$ cat config.mk
export PLATFORM = sky130hd
export DESIGN_NAME = led_fade_pwm_flat
export DESIGN_NICKNAME = d
export VERILOG_FILES = /design/src/rtl/led_fade_pwm_if.sv /design/src/rtl/led_fade_pwm.sv /design/src/flat_wrapper.sv
export SDC_FILE = /design/constraint.sdc
export NUM_CORES = 1
export LEC_CHECK = 0
export ABC_AREA = 1
export CORE_MARGIN = 2
export CORE_UTILIZATION = 54
export CTS_CLUSTER_DIAMETER = 30
export DETAILED_ROUTE_END_ITERATION = 8
export PLACE_DENSITY_LB_ADDON = 0.1
export RECOVER_POWER = 25
export SKIP_LAST_GASP = 1
export SLEW_MARGIN = 15
export SYNTH_ARGS = -nofsm -noshare
export SYNTH_HDL_FRONTEND = slang
export SYNTH_SLANG_ARGS = --single-unit
$ cat constraint.sdc
create_clock -name clk -period 2.8 [get_ports clk]
set_input_delay 0.28 -clock clk [delete_from_list [all_inputs] [get_ports clk]]
set_output_delay 0.28 -clock clk [all_outputs]
set_load 0.02 [all_outputs]
$ cat src/rtl/led_fade_pwm_if.sv
// Bundle between the 4-LED chaser (master) and the PWM fader (slave), plus
// per-channel duty and state read-back for observing the fade.
interface led_fade_pwm_if;
  // Level-based, no valid/ready: led_in and fade_en are sampled on every clk,
  // and led_out/busy are registered outputs that update every clk.
  logic [3:0]      led_in;
  logic            fade_en;
  logic [3:0]      led_out;
  logic            busy;
  logic [3:0][7:0] duty;
  logic [3:0][1:0] state;

  modport master (
    output led_in, fade_en,
    input  led_out, busy, duty, state
  );

  modport slave (
    input  led_in, fade_en,
    output led_out, busy, duty, state
  );
endinterface

$ cat src/rtl/led_fade_pwm.sv
// Four-channel PWM fader: each LED ramps linearly toward full on/off, or steps
// straight to its target at the next PWM period boundary when fade_en is low.
module led_fade_pwm #(
  parameter int CLOCK_FREQ        = 100_000_000,
  parameter int PWM_DIV           = 4,
  parameter int FADE_STEP_PERIODS = 100
) (
  input logic           clk,
  input logic           rst,
  led_fade_pwm_if.slave bus
);

  localparam int DIV_W  = (PWM_DIV > 1) ? $clog2(PWM_DIV) : 1;
  localparam int FADE_W = (FADE_STEP_PERIODS > 1) ? $clog2(FADE_STEP_PERIODS) : 1;
  localparam logic [DIV_W-1:0]  DIV_LAST  = DIV_W'(PWM_DIV - 1);
  localparam logic [FADE_W-1:0] FADE_LAST = FADE_W'(FADE_STEP_PERIODS - 1);

  if (PWM_DIV < 1 || FADE_STEP_PERIODS < 1 || CLOCK_FREQ < 1) begin : g_bad_param
    $error("led_fade_pwm: PWM_DIV, FADE_STEP_PERIODS and CLOCK_FREQ must be >= 1");
  end

  typedef enum logic [1:0] {
    CH_OFF  = 2'd0,
    CH_RISE = 2'd1,
    CH_ON   = 2'd2,
    CH_FALL = 2'd3
  } ch_state_t;

  logic [DIV_W-1:0]  div_cnt;
  logic [7:0]        pwm_cnt;
  logic [FADE_W-1:0] fade_cnt;
  logic              step;
  logic              period_end;
  logic              fade_tick;

  logic [3:0][7:0]   duty;
  logic [3:0][7:0]   duty_next;
  logic [3:0][7:0]   target;
  ch_state_t         ch_state [4];

  assign step       = (div_cnt == DIV_LAST);
  assign period_end = step && (pwm_cnt == 8'hFF);
  assign fade_tick  = period_end && (fade_cnt == FADE_LAST);

  always_ff @(posedge clk or posedge rst) begin
    if (rst) begin
      div_cnt  <= '0;
      pwm_cnt  <= '0;
      fade_cnt <= '0;
    end else begin
      div_cnt <= step ? '0 : div_cnt + 1'b1;
      if (step) begin
        pwm_cnt <= pwm_cnt + 8'd1;
      end
      if (period_end) begin
        fade_cnt <= (fade_cnt == FADE_LAST) ? '0 : fade_cnt + 1'b1;
      end
    end
  end

  // Duty is the per-channel state register; the channel state is derived from
  // duty against the live target, so a flipped led_in reverses from where it is.
  always_ff @(posedge clk or posedge rst) begin
    if (rst) begin
      duty <= '0;
    end else begin
      duty <= duty_next;
    end
  end

  always_comb begin
    duty_next = duty;
    target    = '0;
    bus.state = '0;
    for (int i = 0; i < 4; i++) begin
      target[i] = bus.led_in[i] ? 8'hFF : 8'h00;
      if (duty[i] < target[i]) begin
        ch_state[i] = CH_RISE;
      end else if (duty[i] > target[i]) begin
        ch_state[i] = CH_FALL;
      end else if (target[i] == 8'hFF) begin
        ch_state[i] = CH_ON;
      end else begin
        ch_state[i] = CH_OFF;
      end
      bus.state[i] = ch_state[i];

      if (!bus.fade_en) begin
        if (period_end) begin
          duty_next[i] = target[i];
        end
      end else if (fade_tick) begin
        // RISE implies duty < 255 and FALL implies duty > 0, so no wrap.
        case (ch_state[i])
          CH_RISE: duty_next[i] = duty[i] + 8'd1;
          CH_FALL: duty_next[i] = duty[i] - 8'd1;
          default: duty_next[i] = duty[i];
        endcase
      end
    end
  end

  always_ff @(posedge clk or posedge rst) begin
    if (rst) begin
      bus.led_out <= '0;
      bus.busy    <= 1'b0;
    end else begin
      for (int i = 0; i < 4; i++) begin
        bus.led_out[i] <= (duty[i] == 8'hFF) | (pwm_cnt < duty[i]);
      end
      bus.busy <= (duty != target);
    end
  end

  assign bus.duty = duty;

endmodule

$ cat src/flat_wrapper.sv
// flat-port wrapper written by rule: the top's interface ports become plain ports
module led_fade_pwm_flat 
#(
  parameter int CLOCK_FREQ        = 100_000_000,
  parameter int PWM_DIV           = 4,
  parameter int FADE_STEP_PERIODS = 100
)
  (clk, rst, bus_led_in, bus_fade_en, bus_led_out, bus_busy, bus_duty, bus_state);
  led_fade_pwm_if bus_i ();
  input logic clk;
  input logic rst;
  input wire logic [$bits(bus_i.led_in)-1:0] bus_led_in;
  input wire logic [$bits(bus_i.fade_en)-1:0] bus_fade_en;
  output wire logic [$bits(bus_i.led_out)-1:0] bus_led_out;
  output wire logic [$bits(bus_i.busy)-1:0] bus_busy;
  output wire logic [$bits(bus_i.duty)-1:0] bus_duty;
  output wire logic [$bits(bus_i.state)-1:0] bus_state;
  assign bus_i.led_in = bus_led_in;
  assign bus_i.fade_en = bus_fade_en;
  assign bus_led_out = bus_i.led_out;
  assign bus_busy = bus_i.busy;
  assign bus_duty = bus_i.duty;
  assign bus_state = bus_i.state;
  led_fade_pwm #(.CLOCK_FREQ(CLOCK_FREQ), .PWM_DIV(PWM_DIV), .FADE_STEP_PERIODS(FADE_STEP_PERIODS)) u_core (.clk(clk), .rst(rst), .bus(bus_i));
endmodule
**After elaboration in Yosys (flattened, before gate mapping)**

Cells that the tools add are included.

- Bits in registers: 54
- Input port bits: 7
- Output and inout bits: 45

- $add $sub $neg: 11
- Order comparisons: 12
- Equal/unequal tests: 25
- Mux-type cells: 34
- Bitwise logic cells: 4
- Reductions and logical operators: 7

Operators with widths:

| cell | number |
|---|---|
| $mux W8 | 16 |
| $eq A8 B8 Y1 const B | 9 |
| $lt A8 B8 Y1 | 8 |
| $pmux W8 S2 | 4 |
| $add A8 B1 Y8 const B | 5 |
| $gt A8 B8 Y1 | 4 |
| $ne A32 B32 Y1 | 1 |
| $sub A8 B1 Y8 const B | 4 |
| $mux W2 | 13 |
| $ne A3 B1 Y1 const B | 4 |
| $reduce_and A3 Y1 | 4 |
| $eq A2 B2 Y1 const B | 5 |
| $eq A2 B1 Y1 const B | 4 |
| $add A7 B1 Y7 const B | 1 |
| $eq A7 B7 Y1 const B | 1 |
| $mux W7 | 1 |
| $or A1 B1 Y1 | 4 |
| $add A2 B1 Y2 const B | 1 |
| $logic_and A1 B1 Y1 | 2 |
| $ne A2 B1 Y1 const B | 1 |
| $reduce_bool A2 Y1 | 1 |

**Depth between registers and ports, before layout**

- Depth after elaboration: 9
- Mapped depth: 21

**Least setup slack after synthesis**

OpenSTA, ideal clock, no wires.

- Kind: flip-flop to flip-flop
- From: reg u_core.duty (netlist bit u_core.bus.duty[24])
- To: reg u_core.duty (netlist bit u_core.bus.duty[29])
- Library setup time: 0.139 ns
- Data arrival time: 2.551 ns
- Required time: 2.661 ns
- Slack: 0.109 ns
- Cell stages (with the launch flop): 19
- Path buffers: 0
- Clock period less this slack: 2.691 ns
- Cells stage by stage: dfrtp_1 > inv_1 > ha_1 > inv_1 > nand2_1 > nand2_1 > nand2_1 > nand2_1 > nand2_1 > nand2_1 > nand2_1 > inv_1 > ha_1 > a21oi_1 > or2_2 > nand3_1 > or2_2 > nand3_1 > a22oi_1

- Cells in the longest elaborated chain, start to end: 7
- Elaborated cells between the ends (all ways): 13

Ends and longest elaborated chain:

| what | RTL line | source |
|---|---|---|
| from (decl) | led_fade_pwm.sv:36 | `logic [3:0][7:0] duty;` |
| from (signal assigned) | led_fade_pwm.sv:67 | `duty <= duty_next;` |
| $gt A8 B8 Y1 | led_fade_pwm.sv:79 | `end else if (duty[i] > target[i]) begin` |
| $mux W2 | led_fade_pwm.sv:79 |  |
| $mux W2 | led_fade_pwm.sv:77 | `if (duty[i] < target[i]) begin` |
| $eq A2 B2 Y1 or $eq A2 B1 Y1 (tied branches) | led_fade_pwm.sv:94 | `case (ch_state[i])` |
| $pmux W8 S2 | led_fade_pwm.sv:94 |  |
| $mux W8 | led_fade_pwm.sv:92 | `end else if (fade_tick) begin` |
| $mux W8 | led_fade_pwm.sv:88 | `if (!bus.fade_en) begin` |

Parallel ways exist; a longest one is shown, timed or not. The select of a mux whose other input is x is not followed.
A chain may end at the register's enable or synchronous reset.

**Worst setup path in the final report**

- From: in bus_led_in[2]
- To: out bus_state[4]

- Cells in the longest elaborated chain, start to end: 4
- Elaborated cells between the ends (all ways): 5

Ends and longest elaborated chain:

| what | RTL line | source |
|---|---|---|
| from (decl) | flat_wrapper.sv:12 | `input wire logic [$bits(bus_i.led_in)-1:0] bus_led_in;` |
| $mux W8 * | led_fade_pwm.sv:76 | `target[i] = bus.led_in[i] ? 8'hFF : 8'h00;` |
| $gt A8 B8 Y1 | led_fade_pwm.sv:79 |  |
| $mux W2 | led_fade_pwm.sv:79 |  |
| $mux W2 * | led_fade_pwm.sv:77 |  |
| to (decl) | flat_wrapper.sv:17 | `output wire logic [$bits(bus_i.state)-1:0] bus_state;` |

Mark *: on every way between the ends. The rest lies on a longest branch, timed or not.

==> flow_results.org <==
** Floorplan
- Measured along the x axis, the die boundary spans roughly 100 um.
- 52 I/O pins were placed.
- After floorplanning, the core was divided into 35 placement rows.
- CORE AREA :: 9280 um2
- Once the floorplan was initialized, standard cells occupied 56.0% of the core.
- Die H :: 102 um
- Die footprint :: roughly 10000 um2

** Finish
- Relative to the synthesized area, the layout overhead comes to 30.8%.
- Flip-flop and latch area :: 1350 um2
- Fill cells in the final layout number 754.
- Number of antenna repair diodes :: 0
- Summing all multi-input logic gate instances after layout gives 3600 um2.
- Of the cells placed in the final design, the portion with a size suffix greater than 1 is 23.1%.
- The final layout contains 881 nets.

** Routing
- In the routed design, unresolved DRC markers number 0.
- Post-DR wirelength/cell :: between 15 and 20 um
- Vias :: 5128
- Total detailed-routing wirelength :: ~14000 um
- First-pass DRT Iterations :: 5
- After detailed routing, the number of vias per cell comes to 5.62.
- Once detail routing completed, the nets flagged for antenna violations numbered 0.
- The first routing iteration left 190 violations.

** Logic synthesis
- Of the post-synthesis cell area, the dominant cell type holds 26.0%.
- In this run the cell area of the synthesized design comes to 5190 um2.
- Library cell with the largest summed area after synthesis :: sky130_fd_sc_hd__dfrtp_1
- The Yosys step of the flow raised 0 warnings.
- Synthesis produced a netlist with a net count of 743.
- In this run, distinct cell masters in the synthesized netlist total 40.
- Synth Instances :: 645
- Sequential-to-total area share from yosys stat :: 26.0%
- Sorting the synthesized cells by area gives the leading types as sky130_fd_sc_hd__dfrtp_1 26%, sky130_fd_sc_hd__ha_1 21%, sky130_fd_sc_hd__nand2_1 8.1%.
- After synthesis, the mean cell area works out to 8.05 um2.
- After synthesis the netlist holds a flip-flop and latch count of 54.

** Outcome
- Result of the run :: completed

** Placed design
- HPWL after detailed placement :: 11000 um
- The congestion estimate from routability-driven global placement came to roughly 0.91.
- Buffers placed on the I/O ports in this run total 51.

** Timing
- Setup violations remaining at the end of the flow were counted as 0.
- Final Cycle Share :: 96.4%
- The worst path in the final design needs a cycle of about 2.7 ns, including I/O delays and setup.
- Based on the critical path, the design can be clocked at up to between 0.3 and 0.4 GHz.
- For the pin with the worst max-slew slack, the measured transition is approximately 1.3 ns.
- For the final database, setup skew stands at 0.00763 ns.
- Headroom to the max-slew limit came out at 15.8%.
- Number of hold violations in the final report :: 0
- For the final routed database, the setup TNS stands at 0 ns.
- The number of max-slew violations in the final report came to 0.

** Pwr
- Power per cell area :: 279 nW/um2
- Leakage :: 3.49 nW
- Post-route total power :: 1.90 mW
- The worst-case IR drop observed on VDD is 246 uV.

** Global route
- Global-route usage over all layers :: between 20% and 30%
- Pin count of the biggest net entering global routing :: 30
- The via count of the first global-routing pass is 5069.
- Grt total ovfl :: 0
- The first global-routing pass estimated 23200 um of wire.
- The initial antenna violation count is 0.

** Min path
- The path class of the tightest hold or removal check is flip-flop to flip-flop.

** Worst setup path
- STA classifies the critical path endpoint as a primary output.
- The number of buffers and inverters on the critical path is 5.
- Largest delay share family, worst path :: buffers and inverters
- Critical path start-end classification :: input port to primary output
- Cell Chain, Critical Path :: clkdlybuf4s50_1, inv_2, ha_1, nand2_1, inv_1, nand2_1, nand2_1, nand2_1, nand2_1, buf_4, nand2_2, clkdlybuf4s50_1
- Most frequent cell on the critical path :: sky130_fd_sc_hd__nand2_1
- Data required, critical path :: 2.52 ns
- For this design, the slowest cell found on the critical path is sky130_fd_sc_hd__clkdlybuf4s50_1.
- Startpoint types :: input port
- For this run, the slowest stage of the critical path takes 0.61 ns.
- Top fanout value on the critical path :: 8
- At the worst endpoint, the arrival time is 2.42 ns.

** Clock tree
- CTS built an H-tree with a depth of 2.
- The clock passes through at most 2 buffers.
- The tree is rooted in a sky130_fd_sc_hd__clkbuf_8.
- Clock sink total :: 54
- Clock-pin transition on the worst setup and hold timing paths :: approximately 0.1 ns
- Source-to-sink clock delay at the later pin of the worst-skew pair :: 0.31 ns
- Clock tree synthesis inserted a total of 5 buffers.
- TritonCTS clock tree :: yes

** Run
- Reported max-cap violation count :: 0
-- synth_stat cells --
cell type / count
sky130_fd_sc_hd__o21ai_4: 4
sky130_fd_sc_hd__nand2_2: 4
sky130_fd_sc_hd__nand3_2: 1
sky130_fd_sc_hd__and2_1: 3
sky130_fd_sc_hd__inv_1: 94
sky130_fd_sc_hd__clkinv_8: 1
sky130_fd_sc_hd__nor2_8: 4
sky130_fd_sc_hd__a21boi_0: 4
sky130_fd_sc_hd__fa_1: 4
sky130_fd_sc_hd__nand3b_1: 1
sky130_fd_sc_hd__a21o_1: 8
sky130_fd_sc_hd__clkinv_2: 1
sky130_fd_sc_hd__and2_4: 4
sky130_fd_sc_hd__o21ai_0: 18
sky130_fd_sc_hd__nor3_1: 3
sky130_fd_sc_hd__inv_2: 2
sky130_fd_sc_hd__o211ai_1: 4
sky130_fd_sc_hd__a21oi_1: 48
sky130_fd_sc_hd__ha_1: 87
sky130_fd_sc_hd__nand2_1: 112
sky130_fd_sc_hd__clkbuf_1: 3
sky130_fd_sc_hd__nor2_1: 16
sky130_fd_sc_hd__nor2_4: 1
sky130_fd_sc_hd__a31oi_1: 8
sky130_fd_sc_hd__nor3_2: 2
sky130_fd_sc_hd__dfrtp_1: 54
sky130_fd_sc_hd__nand4_2: 4
sky130_fd_sc_hd__xor2_1: 8
sky130_fd_sc_hd__nand4_1: 18
sky130_fd_sc_hd__buf_2: 1
sky130_fd_sc_hd__nand2_4: 2
sky130_fd_sc_hd__or2_2: 20
sky130_fd_sc_hd__nand3_1: 53
sky130_fd_sc_hd__nor3b_1: 1
sky130_fd_sc_hd__nor2_2: 5
sky130_fd_sc_hd__nor3_4: 1
sky130_fd_sc_hd__o22ai_1: 4
sky130_fd_sc_hd__o21a_1: 5
sky130_fd_sc_hd__a22oi_1: 28
sky130_fd_sc_hd__a21oi_2: 4
-- routing by layer --
layer,GRT usage [%],routed length (um),up-vias
met2,50.4,7200,161
li1,-,-,2501
met4,7.90,323,0
met5,0,0,-
met1,35.1,5940,2435
met3,2.80,660,31
-- area by class of cell --
type / count / area share, %
Clock buffer: 6 / 1.22
Tap cell: 129 / 2.38
Multi-Input combinational cell: 489 / 52.9
Inverter: 98 / 5.80
Timing Repair Buffer: 135 / 16.9
Sequential cell: 54 / 19.9
Clock inverter: 2 / 0.884
-- timing repair --
item | in CTS | in global routing
buffers inserted | 0 | 1
pin swaps | 0 | 4
hold endpoints to repair | 0 | 0
hold buffers | 0 | 0
endpoints found under the setup margin | 1 | 28
gates resized for setup | 1 | 37
-- state kept, by name (all words and copies together), names as in the netlist --
register / cells
u_core.bus.duty: 32
u_core.pwm_cnt: 8
u_core.fade_cnt: 7
u_core.bus.led_out: 4
u_core.div_cnt: 2
u_core.bus.busy: 1
-- layout by cell type (no fill, tap or decap), types with 5 or more instances in the layout --
master,Yosys,layout
sky130_fd_sc_hd__buf_4,0,83
sky130_fd_sc_hd__nor2_2,5,5
sky130_fd_sc_hd__nand3_1,53,50
sky130_fd_sc_hd__dfrtp_1,54,54
sky130_fd_sc_hd__xor2_1,8,8
sky130_fd_sc_hd__a21o_1,8,8
sky130_fd_sc_hd__ha_1,87,79
sky130_fd_sc_hd__ha_4,0,8
sky130_fd_sc_hd__nor2_1,16,16
sky130_fd_sc_hd__clkdlybuf4s50_1,0,46
sky130_fd_sc_hd__clkbuf_8,0,6
sky130_fd_sc_hd__nand2_1,112,109
sky130_fd_sc_hd__a22oi_1,28,27
sky130_fd_sc_hd__nand4_1,18,18
sky130_fd_sc_hd__a21oi_1,48,42
sky130_fd_sc_hd__nand2_2,4,7
sky130_fd_sc_hd__inv_1,94,86
sky130_fd_sc_hd__inv_2,2,5
sky130_fd_sc_hd__inv_4,0,5
sky130_fd_sc_hd__o21ai_0,18,18
sky130_fd_sc_hd__or2_2,20,20
sky130_fd_sc_hd__a31oi_1,8,8
sky130_fd_sc_hd__a21oi_2,4,10
sky130_fd_sc_hd__o21a_1,5,5
-- metrics by stage --
stage | area, um2 | cells | setup WS [ns] | utilization, % | hold slack, ns
global placement | 6490 | 904 | -0.293 | 69.9 | 0.414
detailed placement | 6490 | 904 | -0.341 | 69.9 | 0.427
global route | 6790 | 913 | -0.0248 | 73.2 | 0.462
floorplan | 5190 | 645 | 0.109 | - | 0.403
CTS | 6630 | 912 | 0.000580 | 71.4 | 0.404
finish | 6790 | 913 | 0.100 | 73.2 | 0.439
-- kinds of logic (layout without fill, tap and decap cells) --
logic type / after synthesis / in the layout / share of synthesized area (%)
AND/OR/NAND/NOR: 255 / 255 / 25.7
AO/OA/AOI/OAI: 135 / 135 / 16.8
buffers and inverters: 102 / 241 / 7.66
adder cells (fa/ha/maj): 91 / 91 / 22.5
flip-flops: 54 / 54 / 26.0
XOR/XNOR: 8 / 8 / 1.35
-- where the power goes --
| part | internal, mW | total (mW) | leakage, nW | switching (mW) |
|---|---|---|---|---|
| logic | 0.207 | 0.458 | 2.87 | 0.251 |
| registers | 0.779 | 0.779 | 0.547 | 0.00000000000235 |
| clock network | 0.382 | 0.660 | 0.0714 | 0.278 |
| total | 1.37 | 1.90 | 3.49 | 0.529 |
-- worst paths after layout --
check	from	endpoint	slack, ns	depth (start not counted)
min in group asynchronous	rst	u_core.bus.duty[11]	0.76	2
setup / recovery	bus_led_in[2]	bus_state[4]	0.10	12
max in group asynchronous	rst	u_core.bus.led_out[2]	0.75	3
hold / removal	u_core.div_cnt[0]	u_core.div_cnt[0]	0.44	1
hold reg to reg	u_core.div_cnt[0]	u_core.div_cnt[0]	0.44	1
setup reg to reg	u_core.bus.duty[23]	u_core.bus.duty[21]	0.21	13
Note: power is estimated with default switching activity, not from simulation.
==> patch: new RTL, same flow settings <==
One comparison of `fade_cnt` changes from == to >=.
--- a/src/rtl/led_fade_pwm.sv
+++ b/src/rtl/led_fade_pwm.sv
@@ -40,7 +40,7 @@
 
   assign step       = (div_cnt == DIV_LAST);
   assign period_end = step && (pwm_cnt == 8'hFF);
-  assign fade_tick  = period_end && (fade_cnt == FADE_LAST);
+  assign fade_tick  = period_end && (fade_cnt >= FADE_LAST);
 
   always_ff @(posedge clk or posedge rst) begin
     if (rst) begin
Formal check against the unedited RTL: no difference found for any inputs over 10 cycles, from zero or initial values and one cycle with rst high; that may be too few to reach the edited logic, so the function may still have changed.
==> patch against the unedited design <==
- cell area rose by 2.8%
- sequential share of layout area fell by 0.52 points
- global-route usage decreased by 1.8 points
- synthesized area up 3.4%
- wire length shrank 0.91%
- sequential cell count unchanged
- clock skew is 0.0023 ns higher
- utilization fell by 1.4 points
- worst setup slack gained 0.032 ns
Power is not compared: it rests on default switching activity, and its combinational part moved more than twofold at a synthesized area within 25%.
==> patch: results (changes against the unedited design) <==
number of global-route vias before repair - 5154 (+1.7%)
Yosys cell types - 38 (-5.0%)
Signal buffers - 138 (+2.2%)
Comb power - 989 µW
Adder-Cell Fraction of Synth Area - 0.2175 (-0.007490)
Reg2Reg Depth - 14 (+1)
xor/xnor share of the synthesized area - 0.02119 (+0.007700)
largest net degree at the start of global routing - 55 (+83%)
register area - 1353 µm² (about the same)
# Taps - 133 (+3.1%)
Post-DP Area - 6670 µm² (+2.8%)
sw frac - 0.3592
fraction of layout cells with a size suffix above 1 - 0.2182 (-0.01262)
drt pass-1 iters - 4 (-1)
Signal buf overhead - 0.1681 (-0.0009896)
CP peak stage delay - 0.53 ns (-0.08 ns)
DR WL/cell - 14.01 µm (-9.4%)
status - completed
sequential area share after synthesis - 0.2515 (-0.008660)
worst-margin pin slew - 1.388 ns (+0.1258 ns)
Synth Area in Compound Gates - 0.1350 (-0.03307)
ClkCell Share - 0.01362 (-0.007377)
# nets final - 963 (+9.3%)
Synth area leaders - dfrtp_1 25%, ha_1 20%, nand2_1 11%, inv_1 7.9%, nand3_1 5.1%
post-DP HPWL - 10870 µm (-0.88%)
routed vias - 5335 (+4.0%)
DR iter-0 viols - 233 (+23%)
# fillers - 833 (+10%)
fraction of area in multi-input gates - 0.5347 (+0.005389)
critical path data arrival time - 2.39 ns (-0.03 ns)
flop2flop setup slack - 0.15 ns (-0.06 ns)
Non-CTS inverters - 119 (+21%)
RD Place Congestion - 0.9255 (+1.7%)
reg2reg start - u_core.bus.duty[5]
n_diodes - 0 (unchanged)
Post-Syn Nets - 823 (+11%)
Total Routing Usage GR - 0.2600 (-0.01755)
[patch: cell families after synthesis]
group,Yosys count
buf+inv,124
compound gates,125
simple gates,318
xor+xnor,13
fa+ha+maj,91
flops,54
[patch: metal layers]
metal | global-route usage | wire, µm
met2 | 0.4763 | 7111
met1 | 0.3254 | 6238
met3 | 0.02832 | 439
met5 | 0 | 0
met4 | 0.06853 | 206
[patch: stage by stage]
step | std cells | setup WS [ns] | total power [mW] | utilization
global route | 999 | -0.04488 | 2.449 | 0.7177
floorplan | 725 | 0.1452 | 1.381 | -
detailed placement | 990 | -0.4577 | 1.759 | 0.6856
global placement | 990 | -0.3620 | 1.725 | 0.6856
CTS | 998 | -0.005524 | 2.227 | 0.6957
finish | 999 | 0.1323 | 2.297 | 0.7177
[patch: repair_timing]
| action | CTS | global route |
|---|---|---|
| resized for setup | 4 | 43 |
| endpoints found under the hold margin | 0 | 0 |
| buffers inserted | 0 | 1 |
| gates cloned | 0 | 0 |
| endpoints found under the setup margin | 5 | 25 |
| pin swaps | 0 | 2 |
